$ cat src/rtl/rhs_result_fifo.sv
// rhs_result_fifo
//   Result buffer behind the rhs converter. It holds DATA_WIDTH-bit result words, each with a
//   1-bit select tag, in a small register-memory FIFO. Both sides use a valid/ready handshake.
//   The read port is first-word-fall-through: the head word is presented as soon as it is stored.
//   The block also reports the current occupancy and the highest occupancy seen since reset.
//
// Parameters
//   DATA_WIDTH  width of each result word
//   DEPTH       number of entries; must be a power of two and at least 2
//
// Ports
//   clk        in   rising-edge clock
//   rst        in   synchronous, active-high reset
//   in_valid   in   producer has a word
//   in_ready   out  FIFO can accept a word (not full)
//   in_data    in   result word
//   in_tag     in   select tag
//   out_valid  out  FIFO holds a word (not empty)
//   out_ready  in   consumer takes the head word
//   out_data   out  head word; 0 when empty
//   out_tag    out  head tag; 0 when empty
//   count      out  current occupancy, 0..DEPTH
//   peak       out  maximum occupancy since reset
//   checksum   out  rotate-xor checksum of popped words; present only with
//                   RHS_RESULT_FIFO_CHECKSUM_EN defined
//
// Build option
//   RHS_RESULT_FIFO_CHECKSUM_EN  adds the checksum output and its update logic.

module rhs_result_fifo #(
  parameter int DATA_WIDTH = 8,
  parameter int DEPTH      = 4
) (
  input  logic                       clk,
  input  logic                       rst,
  input  logic                       in_valid,
  output logic                       in_ready,
  input  logic [DATA_WIDTH-1:0]      in_data,
  input  logic                       in_tag,
  output logic                       out_valid,
  input  logic                       out_ready,
  output logic [DATA_WIDTH-1:0]      out_data,
  output logic                       out_tag,
  output logic [$clog2(DEPTH):0]     count,
`ifdef RHS_RESULT_FIFO_CHECKSUM_EN
  output logic [$clog2(DEPTH):0]     peak,
  output logic [DATA_WIDTH-1:0]      checksum
`else
  output logic [$clog2(DEPTH):0]     peak
`endif
);

  localparam int AW = $clog2(DEPTH);
  localparam int PW = AW + 1;

  typedef struct packed {
    logic                  tag;
    logic [DATA_WIDTH-1:0] data;
  } entry_t;

  entry_t mem [DEPTH];

  // The extra MSB on each pointer distinguishes full from empty when the indices match.
  logic [PW-1:0] wr_ptr;
  logic [PW-1:0] rd_ptr;
  logic [AW-1:0] wr_idx;
  logic [AW-1:0] rd_idx;

  logic          empty;
  logic          full;
  logic          push;
  logic          pop;
  logic [PW-1:0] next_count;

  assign wr_idx = wr_ptr[AW-1:0];
  assign rd_idx = rd_ptr[AW-1:0];

  assign empty = (wr_ptr == rd_ptr);
  assign full  = (wr_idx == rd_idx) && (wr_ptr[AW] != rd_ptr[AW]);

  assign in_ready  = !full;
  assign out_valid = !empty;

  assign push = in_valid && in_ready;
  assign pop  = out_valid && out_ready;

  // No bypass: an empty FIFO presents zeros even while a push is in flight.
  assign out_data = empty ? '0   : mem[rd_idx].data;
  assign out_tag  = empty ? 1'b0 : mem[rd_idx].tag;

  always_comb begin
    next_count = count;
    if (push && !pop) begin
      next_count = count + PW'(1);
    end else if (pop && !push) begin
      next_count = count - PW'(1);
    end
  end

  // Storage is not reset; a push in the reset cycle is blocked so nothing is written then.
  always_ff @(posedge clk) begin
    if (push && !rst) begin
      mem[wr_idx] <= '{tag: in_tag, data: in_data};
    end
  end

  always_ff @(posedge clk) begin
    if (rst) begin
      wr_ptr <= '0;
      rd_ptr <= '0;
      count  <= '0;
      peak   <= '0;
    end else begin
      if (push) begin
        wr_ptr <= wr_ptr + PW'(1);
      end
      if (pop) begin
        rd_ptr <= rd_ptr + PW'(1);
      end
      count <= next_count;
      if (next_count > peak) begin
        peak <= next_count;
      end
    end
  end

`ifdef RHS_RESULT_FIFO_CHECKSUM_EN
  always_ff @(posedge clk) begin
    if (rst) begin
      checksum <= '0;
    end else if (pop) begin
      checksum <= {checksum[DATA_WIDTH-2:0], checksum[DATA_WIDTH-1]} ^ out_data;
    end
  end
`endif

endmodule

$ cat config.mk
export PLATFORM = sky130hd
export DESIGN_NAME = rhs_result_fifo
export DESIGN_NICKNAME = d
export VERILOG_FILES = /design/src/rtl/rhs_result_fifo.sv
export SDC_FILE = /design/constraint.sdc
export NUM_CORES = 1
export LEC_CHECK = 0
export ABC_CLOCK_PERIOD_IN_PS = 3130
export BUFFER_PORTS_ARGS = -buffer_cell sky130_fd_sc_hd__buf_2
export CAP_MARGIN = 5
export CELL_PAD_IN_SITES_DETAIL_PLACEMENT = 0
export CELL_PAD_IN_SITES_GLOBAL_PLACEMENT = 2
export CORE_MARGIN = 1.5
export CORE_UTILIZATION = 40
export CTS_CLUSTER_SIZE = 24
export DETAILED_ROUTE_END_ITERATION = 10
export GPL_TIMING_DRIVEN = 0
export PLACE_DENSITY_LB_ADDON = 0.05
export SLEW_MARGIN = 5
export SYNTH_ARGS = -nofsm -noshare
export SYNTH_HDL_FRONTEND = slang
export SYNTH_SLANG_ARGS = --single-unit
$ cat constraint.sdc
create_clock -name clk -period 3.13 [get_ports clk]
set_clock_uncertainty 0.1 [all_clocks]
set_input_delay 0.1565 -clock clk [delete_from_list [all_inputs] [get_ports clk]]
set_output_delay 0.1565 -clock clk [all_outputs]
set_load 0.01 [all_outputs]
==> impl_metrics.json, run 1 <==
{
  "worstPathRequired_ns": 3.25,
  "design_area_mm2": 0.002809,
  "synth_area_mm2": 0.002349,
  "clockBufferDepth": 2,
  "cts_tree": "built",
  "worst_slack_ns": 0.1722,
  "ys_seq_area_share_pct": 57.96,
  "place_area_mm2": 0.002594,
  "syn2layout_area_growth_pct": 19.61,
  "setup.worst_path.end_class": "flip-flop",
  "ir_drop_mv": 0.5082,
  "rrSetupSlack_ns": 0.17,
  "cts.sinks": 50,
  "leakage_nw": 1.033,
  "wire_per_inst_um": 16.16,
  "diodes": 0,
  "syn_avg_cell_area_um2": 13.73,
  "report.power.total_mw": 2.024,
  "hold_viol": 0,
  "h-tree-depth": 2,
  "holdCritStartpoint": "rst",
  "outcome": "finished, final reports clean",
  "min_path_cells": 2,
  "fp.dieH_um": 79.63,
  "synth_nets": 194,
  "antenna_found_initial": 0,
  "io_pins": 30,
  "via_per_inst": 5.108,
  "arrival_ns": 3.08,
  "clk_latency_ns": 0.30,
  "timing.rr.start": "wr_ptr[0]",
  "via_count": 1466,
  "r2r-end": "peak[0]",
  "setup_violations": 0,
  "yosysWarnings": 0,
  "maxCapViolCount": 0,
  "worst_pin_slew_ns": 0.8488,
  "max_slew_margin_pct": 43.16,
  "overflow": 0,
  "hold_class": "input port to flip-flop",
  "clk_pin_slew_ns": 0.09,
  "crit_fanout": 6,
  "ant_nets": 0,
  "numCtsBuffers": 5,
  "die_width_um": 79.63,
  "fin_nets": 237,
  "floorplan.initialDensity_pct": 42.13,
  "grt_max_degree": 16,
  "drv_slew": 0,
  "min_to": "peak[0]",
  "power_density_mw_per_mm2": 720.5,
  "path_class": "flip-flop to flip-flop",
  "cts-root-buf": "clkbuf_8",
  "design.core.area_mm2": 0.005574,
  "grt_pass1_wl_um": 7396,
  "remaining_drc_errors": 0,
  "rows": 27,
  "period_minus_slack_ns": 2.958,
  "worst_setup_path_start_kind": "flip-flop",
  "io_buffers": 27,
  "firstDrtPassIters": 4,
  "fillers": 511,
  "synth-seq-cells": 50,
  "synth_cells": 171,
  "synth_cell_types": 38,
  "dieArea_mm2": 0.006340,
  "fin_util_pct": 50.39,
  "drt_wl_total_um": 4639,
  "fin_crit_sh_pct": 94.50,
  "fmax_mhz": 338.1,
  "dp_hpwl_um": 3273,
  "rr_worst_depth": 11,
  "gp_congestion": 0.8120,
  "tns_ns": 0,
  "track_usage_pct": 15.68,
  "dp_slack_ns": 0.1397,
  "dr.first_iter.drc_count": 62,
  "grt_pass1_vias": 1484,
  "layout-drive-gt1-share_pct": 26.98
}
cells in the final DEF (no fill, tap or decap), types with 2 or more instances in the layout:
cell type and instances:
ha_1 10, and2_1 9, nand3b_1 2, clkbuf_8 5, buf_2 29, nor3b_2 4, xor2_1 6, nor2b_1 3
inv_1 9, nand2_1 7, clkbuf_1 5, edfxtp_1 36, mux4_2 9, a211oi_2 2, nand3_1 5, nand4_1 2
buf_1 2, xnor2_1 3, dfxtp_1 14, a32o_1 2, a21oi_1 5, o21ai_0 3, o31ai_1 2, xnor2_2 2
dlygate4sd3_1 9, nor2_1 13
power by group:
| group | total [mW] | switching (mW) | internal, mW |
|---|---|---|---|
| clock network | 0.446 | 0.208 | 0.238 |
| logic | 0.771 | 0.435 | 0.336 |
| registers | 0.806 | 0.0402 | 0.766 |
| total | 2.02 | 0.683 | 1.34 |
cells in the mapped netlist (all sizes together):
cell type  instances  area (um2)
o211ai             1       7.510
o31ai              2       15.01
ha                10       125.1
o221ai             2       35.04
nand2b             1       6.260
o32ai              1       8.760
a32oi              1       8.760
nor2b              3       18.77
mux4               9       202.7
nand3b             2       15.01
and3               1       6.260
a32o               2       20.02
nor2              13       48.80
o22ai              1       6.260
clkbuf             4       15.01
a211oi             3       32.53
mux2i              1       10.01
dfxtp             14       280.3
nand2              7       26.28
nand3              6       35.03
edfxtp            36        1081
buf                4       17.52
o2111ai            1       8.760
nor3b              5       37.54
o31a               1       17.52
a21oi              5       25.02
nand4              2       12.51
and2               9       56.30
inv                9       33.78
o21ai              3       15.01
xor2               7       68.82
xnor2              5       51.30
worst max-delay path, stage by stage, from the launching register on:
cell      delay [ns]
dfxtp_1         0.48
xor2_1          0.40
nor2_1          0.19
mux2i_1         0.22
a32o_1          0.19
a21oi_1         0.09
ha_1            0.33
nor2b_1         0.13
o21ai_0         0.11
a32oi_2         0.33
nor2_1          0.10
a211oi_2        0.21
metrics by stage:
stage          hold WS [ns]  cells
3_5_place_dp         0.2797    270
6_report             0.2598    287
5_1_grt              0.2860    287
4_1_cts              0.2617    287
3_3_place_gp         0.2667    270
2_1_floorplan        0.1554    171
layer usage:
layer	up-vias	routed length, um	GRT usage [%]
met1	713	2048	18.78
met3	6	127	3.429
met2	25	2405	27.97
met4	0	58	4.737
met5	-	0	0
li1	722	-	-
sequential cells by signal, summed over array words and instances (netlist names), named ones only:
register,cells
count,3
wr_ptr,3
rd_ptr,3
peak,3
mem,36
repair_timing:
item                                    CTS  global route
endpoints found under the setup margin    0             3
hold buffers                              9             0
hold endpoints to repair                 36             0
buffers inserted                          0             0
resized for setup                         0             2
layout make-up:
type / count / area (um2) / area share (%)
tap: 72 / 90.09 / 3.207
buffer: 8 / 32.53 / 1.158
multi-input combinational: 104 / 955.9 / 34.03
clock inverter: 2 / 37.54 / 1.336
timing repair buffer: 36 / 225.2 / 8.018
clock buffer: 6 / 72.57 / 2.584
inverter: 9 / 33.78 / 1.203
sequential: 50 / 1361 / 48.46
logic make-up after synthesis:
| kind of cell | Yosys count | share of synthesized area [%] |
|---|---|---|
| mux | 10 | 9.057 |
| buf+inv | 17 | 2.824 |
| flops | 50 | 57.97 |
| fa+ha+maj | 10 | 5.328 |
| simple gates | 49 | 11.19 |
| xor+xnor | 12 | 5.115 |
| compound gates | 23 | 8.525 |
worst max path at each step:
| stage | cells after the start | slack (ns) | to | start |
|---|---|---|---|---|
| final | 11 | 0.17 | peak[0] | wr_ptr[0] |
| after global routing | 11 | -0.01 | peak[2] | wr_ptr[0] |
| after CTS | 11 | 0.10 | peak[2] | wr_ptr[2] |
| after detailed placement | 11 | 0.14 | peak[2] | wr_ptr[2] |
| after global placement | 5 | -0.02 | mem[1][5] | wr_ptr[0] |
| after floorplan | 11 | 0.57 | peak[0] | wr_ptr[0] |
No activity file was read; power rests on OpenSTA's default activity.
==> run 2, diff against run 1 <==
- SETUP_SLACK_MARGIN: default -> 0.4
==> run 2 against run 1 <==
  * Combinational power up 35%
  * Die area is the same
  * Sequential power grew 2%
  * Utilization grew 4.1 points
  * Sequential share of layout area is 2.9 points lower
  * Critical path type unchanged
  * Highest routed layer unchanged
==> impl_metrics.json, run 2 (same netlist as run 1, synthesis figures left out) <==
{
  "fin_util_pct": 54.48,
  "design_area_mm2": 0.003037,
  "clk_latency_ns": 0.30,
  "design.core.area_mm2": 0.005574,
  "rows": 27,
  "power_density_mw_per_mm2": 759.4,
  "via_per_inst": 5.132,
  "setup.worst_path.end_class": "flip-flop",
  "tns_ns": 0,
  "cts_tree": "built",
  "fillers": 492,
  "crit_path_max_incr_delay_ns": 0.43,
  "maxCapViolCount": 0,
  "mostFrequentLayoutCells": "edfxtp_1 (36), buf_2 (29), nor2_1 (12)",
  "cts-root-buf": "clkbuf_8",
  "crit_family": "compound AO/OA/AOI/OAI gates",
  "worstPathRequired_ns": 3.25,
  "place_area_mm2": 0.002594,
  "gp_congestion": 0.8120,
  "hold_class": "input port to flip-flop",
  "period_minus_slack_ns": 2.658,
  "fmax_mhz": 376.2,
  "path_class": "flip-flop to flip-flop",
  "arrival_ns": 2.77,
  "crit_fanout": 6,
  "die_width_um": 79.63,
  "hold_viol": 0,
  "clockBufferDepth": 2,
  "outcome": "finished, final reports clean",
  "syn2layout_area_growth_pct": 29.30,
  "layout-drive-gt1-share_pct": 38.84,
  "wire_per_inst_um": 16.36,
  "drt_wl_total_um": 4843,
  "remaining_drc_errors": 0,
  "mostFrequentLayoutCell": "edfxtp_1",
  "largest_register_ffs": 36,
  "grt_pass1_vias": 1527,
  "firstDrtPassIters": 4,
  "dieArea_mm2": 0.006340,
  "report.power.total_mw": 2.306,
  "ant_nets": 0,
  "h-tree-depth": 2,
  "fin_crit_sh_pct": 84.93,
  "clk_pin_slew_ns": 0.09,
  "critPathBufInv": 1,
  "crit_chain": "xor2_4 > o31a_4 > o22ai_2 > a32o_2 > a21oi_1 > ha_1 > nor2b_2 > o21ai_2 > a32oi_4 > buf_4 > a211oi_2",
  "floorplan.initialDensity_pct": 42.13,
  "antenna_found_initial": 0,
  "io_pins": 30,
  "dp_hpwl_um": 3273,
  "drv_slew": 0,
  "rsz0062_at_grt": "false",
  "grt_pass1_wl_um": 7631,
  "ir_drop_mv": 0.5737,
  "fin_nets": 246,
  "fp.dieH_um": 79.63,
  "io_buffers": 27,
  "worst_pin_slew_ns": 0.8555,
  "numCtsBuffers": 5,
  "via_count": 1519,
  "cts.sinks": 50,
  "critPathSlowestCell": "dfxtp_4",
  "track_usage_pct": 16.11,
  "leakage_nw": 1.106,
  "diodes": 0,
  "grt_max_degree": 16,
  "registers.top_by_ff_count": "mem",
  "worst_setup_path_start_kind": "flip-flop",
  "dr.first_iter.drc_count": 68,
  "overflow": 0,
  "worst_slack_ns": 0.4718,
  "max_slew_margin_pct": 42.72,
  "setup_violations": 0,
  "dp_slack_ns": 0.1397
}
-- run 2: changes by cell type in the layout (fill, tap and decap cells not counted), moves of 2 or more --
cell / before / now
buf_4: 0 / 9
dfxtp_1: 14 / 6
dfxtp_4: 0 / 5
dfxtp_2: 0 / 3
xnor2_1: 3 / 1
xnor2_4: 0 / 2
xor2_1: 6 / 4
xor2_4: 0 / 2
-- run 2: power breakdown --
group / total (mW) / leakage [nW] / switching (mW) / internal [mW]
Clock: 0.445 / 0.0514 / 0.207 / 0.238
Sequential: 0.823 / 0.447 / 0.0508 / 0.772
Combinational: 1.04 / 0.608 / 0.529 / 0.509
Total: 2.31 / 1.11 / 0.787 / 1.52
-- run 2: layer usage --
metal	part of all wire, %	track usage, %	up-vias
met5	0	0	-
met4	1.3	4.737	0
met3	2.8	3.543	6
met2	53	28.39	27
met1	43	19.66	747
li1	-	-	739
-- run 2: through the flow --
step,std cells,hold slack (ns)
final,296,0.2728
after detailed placement,270,0.2797
after floorplan,171,0.1554
after global routing,296,0.3020
after global placement,270,0.2667
after CTS,288,0.2611
-- run 2: area by class of cell --
type | instances | area [um2] | area share (%)
sequential | 50 | 1384 | 45.57
buffer | 8 | 32.53 | 1.071
tap | 72 | 90.09 | 2.967
timing repair buffer | 45 | 292.8 | 9.642
clock inverter | 2 | 37.54 | 1.236
multi-input combinational | 104 | 1094 | 36.01
clock buffer | 6 | 72.57 | 2.390
inverter | 9 | 33.78 | 1.112
-- run 2: path summary, 6_finish.rpt --
kind,from,end,slack [ns],depth (start not counted)
hold / removal,rst,peak[2],0.27,2
setup reg to reg,wr_ptr[1],peak[0],0.47,11
setup / recovery,wr_ptr[1],peak[0],0.47,11
hold reg to reg,peak[1],peak[1],0.39,2
-- run 2: what timing repair did --
item	in CTS	in global routing
hold endpoints to repair	36	0
hold buffers	9	0
buffers inserted	1	8
setup endpoints to repair	3	3
pin swaps	3	9
resized for setup	16	19
==> run 3, diff against run 2 <==
- ABC_CLOCK_PERIOD_IN_PS: 3130 -> 2650
- clock period: 3.13 -> 2.65 ns (I/O delays scaled with it)
==> run 3 against run 2 <==
  * Critical endpoint is now peak[2]
  * Count of clock-buffer cells in the layout did not move
  * Cell area increased by 0.82%
  * First-iteration DRC count up 2.9%
  * Register-to-register slack worse by 0.33 ns
  * Largest cell class unchanged
  * Clock power increased by 18%
==> impl_metrics.json, run 3 (same netlist as run 1, synthesis figures left out) <==
{
  "outcome": "finished, final reports clean",
  "layout-drive-gt1-share_pct": 40.97,
  "setup.worst_path.end_class": "flip-flop",
  "worst_setup_path_start_kind": "flip-flop",
  "design.core.area_mm2": 0.005574,
  "io_pins": 30,
  "crit_fanout": 5,
  "via_per_inst": 5.064,
  "hold_class": "input port to flip-flop",
  "gp_congestion": 0.8376,
  "track_usage_pct": 16.16,
  "dr.first_iter.drc_count": 70,
  "grt_max_degree": 16,
  "period_minus_slack_ns": 2.506,
  "ir_drop_mv": 0.7766,
  "mostFrequentLayoutCells": "edfxtp_1 (36), buf_2 (29), nor2_1 (11), buf_4 (11)",
  "antenna_found_initial": 0,
  "maxCapViolCount": 0,
  "syn2layout_area_growth_pct": 30.37,
  "min_path_cells": 2,
  "hold_viol": 0,
  "numCtsBuffers": 5,
  "fin_nets": 249,
  "firstDrtPassIters": 4,
  "dp_hpwl_um": 3144,
  "rr_worst_depth": 12,
  "drt_wl_total_um": 4689,
  "mostFrequentLayoutCell": "edfxtp_1",
  "crit_path_max_incr_delay_ns": 0.39,
  "registers.top_by_ff_count": "mem",
  "rrSetupSlack_ns": 0.14,
  "fmax_mhz": 399.0,
  "clk_latency_ns": 0.30,
  "setup_violations": 0,
  "crit_family": "compound AO/OA/AOI/OAI gates",
  "r2r-end": "peak[2]",
  "cts.sinks": 50,
  "holdCritStartpoint": "rst",
  "critPathSlowestCell": "dfxtp_4",
  "dieArea_mm2": 0.006340,
  "remaining_drc_errors": 0,
  "fillers": 504,
  "multi_input_area_mm2": 0.001092,
  "rsz0062_at_grt": "true",
  "ant_nets": 0,
  "drv_slew": 0,
  "fp.dieH_um": 79.63,
  "worstPathRequired_ns": 2.76,
  "place_area_mm2": 0.002640,
  "power_density_mw_per_mm2": 882.4,
  "max_slew_margin_pct": 41.19,
  "clockBufferDepth": 2,
  "floorplan.initialDensity_pct": 42.13,
  "largest_register_ffs": 36,
  "io_buffers": 27,
  "clk_pin_slew_ns": 0.08,
  "grt_pass1_wl_um": 7617,
  "path_class": "flip-flop to flip-flop",
  "min_to": "count[1]",
  "leakage_nw": 1.128,
  "regArea_mm2": 0.001384,
  "startpoint": "rd_ptr[1]",
  "diodes": 0,
  "timing.rr.start": "rd_ptr[1]",
  "arrival_ns": 2.62,
  "fin_crit_sh_pct": 94.57,
  "grt_pass1_vias": 1524,
  "h-tree-depth": 2,
  "cts-root-buf": "clkbuf_8",
  "overflow": 0,
  "die_width_um": 79.63,
  "design_area_mm2": 0.003062,
  "cts_tree": "built",
  "wire_per_inst_um": 15.68,
  "critPathBufInv": 1,
  "via_count": 1514,
  "dp_slack_ns": -0.1424,
  "crit_chain": "xor2_4 > o31a_4 > o22ai_2 > a32o_2 > a21oi_2 > ha_1 > nor2b_1 > o21ai_1 > a32oi_2 > buf_4 > nor2_2 > a211oi_1",
  "worst_pin_slew_ns": 0.8783,
  "rows": 27,
  "worst_slack_ns": 0.1439
}
run 3: layout make-up:
cell class | count | share of cell area, %
Sequential cell | 50 | 45.20
Multi-Input combinational cell | 104 | 35.68
Clock inverter | 2 | 1.226
Clock buffer | 6 | 2.370
Inverter | 9 | 1.103
Buffer | 8 | 1.063
Timing Repair Buffer | 48 | 10.42
Tap cell | 72 | 2.942
run 3: where the power goes:
group	switching, mW	internal, mW
clock	0.243	0.282
combinational	0.574	0.629
sequential	0.0619	0.912
run 3: worst max-delay path by stage:
stage,to,depth (start not counted)
floorplan,peak[1],11
global placement,mem[0][8],5
detailed placement,peak[1],10
CTS,peak[2],12
global route,peak[2],12
finish,peak[2],12
run 3: through the flow:
step / power (mW) / TNS (ns) / std cells / utilization [%] / hold slack [ns]
after floorplan: 1.645 / 0 / 171 / - / 0.1314
after global placement: 1.860 / -10.73 / 270 / 47.00 / 0.2427
after detailed placement: 1.881 / -0.3861 / 270 / 47.36 / 0.2521
after CTS: 2.631 / 0 / 297 / 54.10 / 0.2252
after global routing: 2.892 / 0 / 299 / 54.93 / 0.2492
final: 2.702 / 0 / 299 / 54.93 / 0.2250
run 3: routing by layer:
metal / global-route usage [%] / up-vias / part of all wire [%]
met5: 0 / - / 0
met4: 4.737 / 0 / 0.32
met3: 3.086 / 2 / 2.8
met2: 28.31 / 25 / 51
met1: 20.21 / 750 / 46
li1: - / 737 / -
run 3: repair_timing:
| action | in CTS | in global routing |
|---|---|---|
| setup endpoints to repair | 39 | 39 |
| endpoints found under the hold margin | 36 | 0 |
| gates resized for setup | 19 | 7 |
| setup buffers | 10 | 2 |
| pin swaps | 11 | 2 |
| hold buffers | 9 | 0 |
run 3: worst reg2reg max path, cell delays in order (launching register included):
cell	delay, ns
dfxtp_4	0.39
xor2_4	0.22
o31a_4	0.36
o22ai_2	0.09
a32o_2	0.18
a21oi_2	0.04
ha_1	0.31
nor2b_1	0.13
o21ai_1	0.08
a32oi_2	0.18
buf_4	0.17
nor2_2	0.04
a211oi_1	0.15
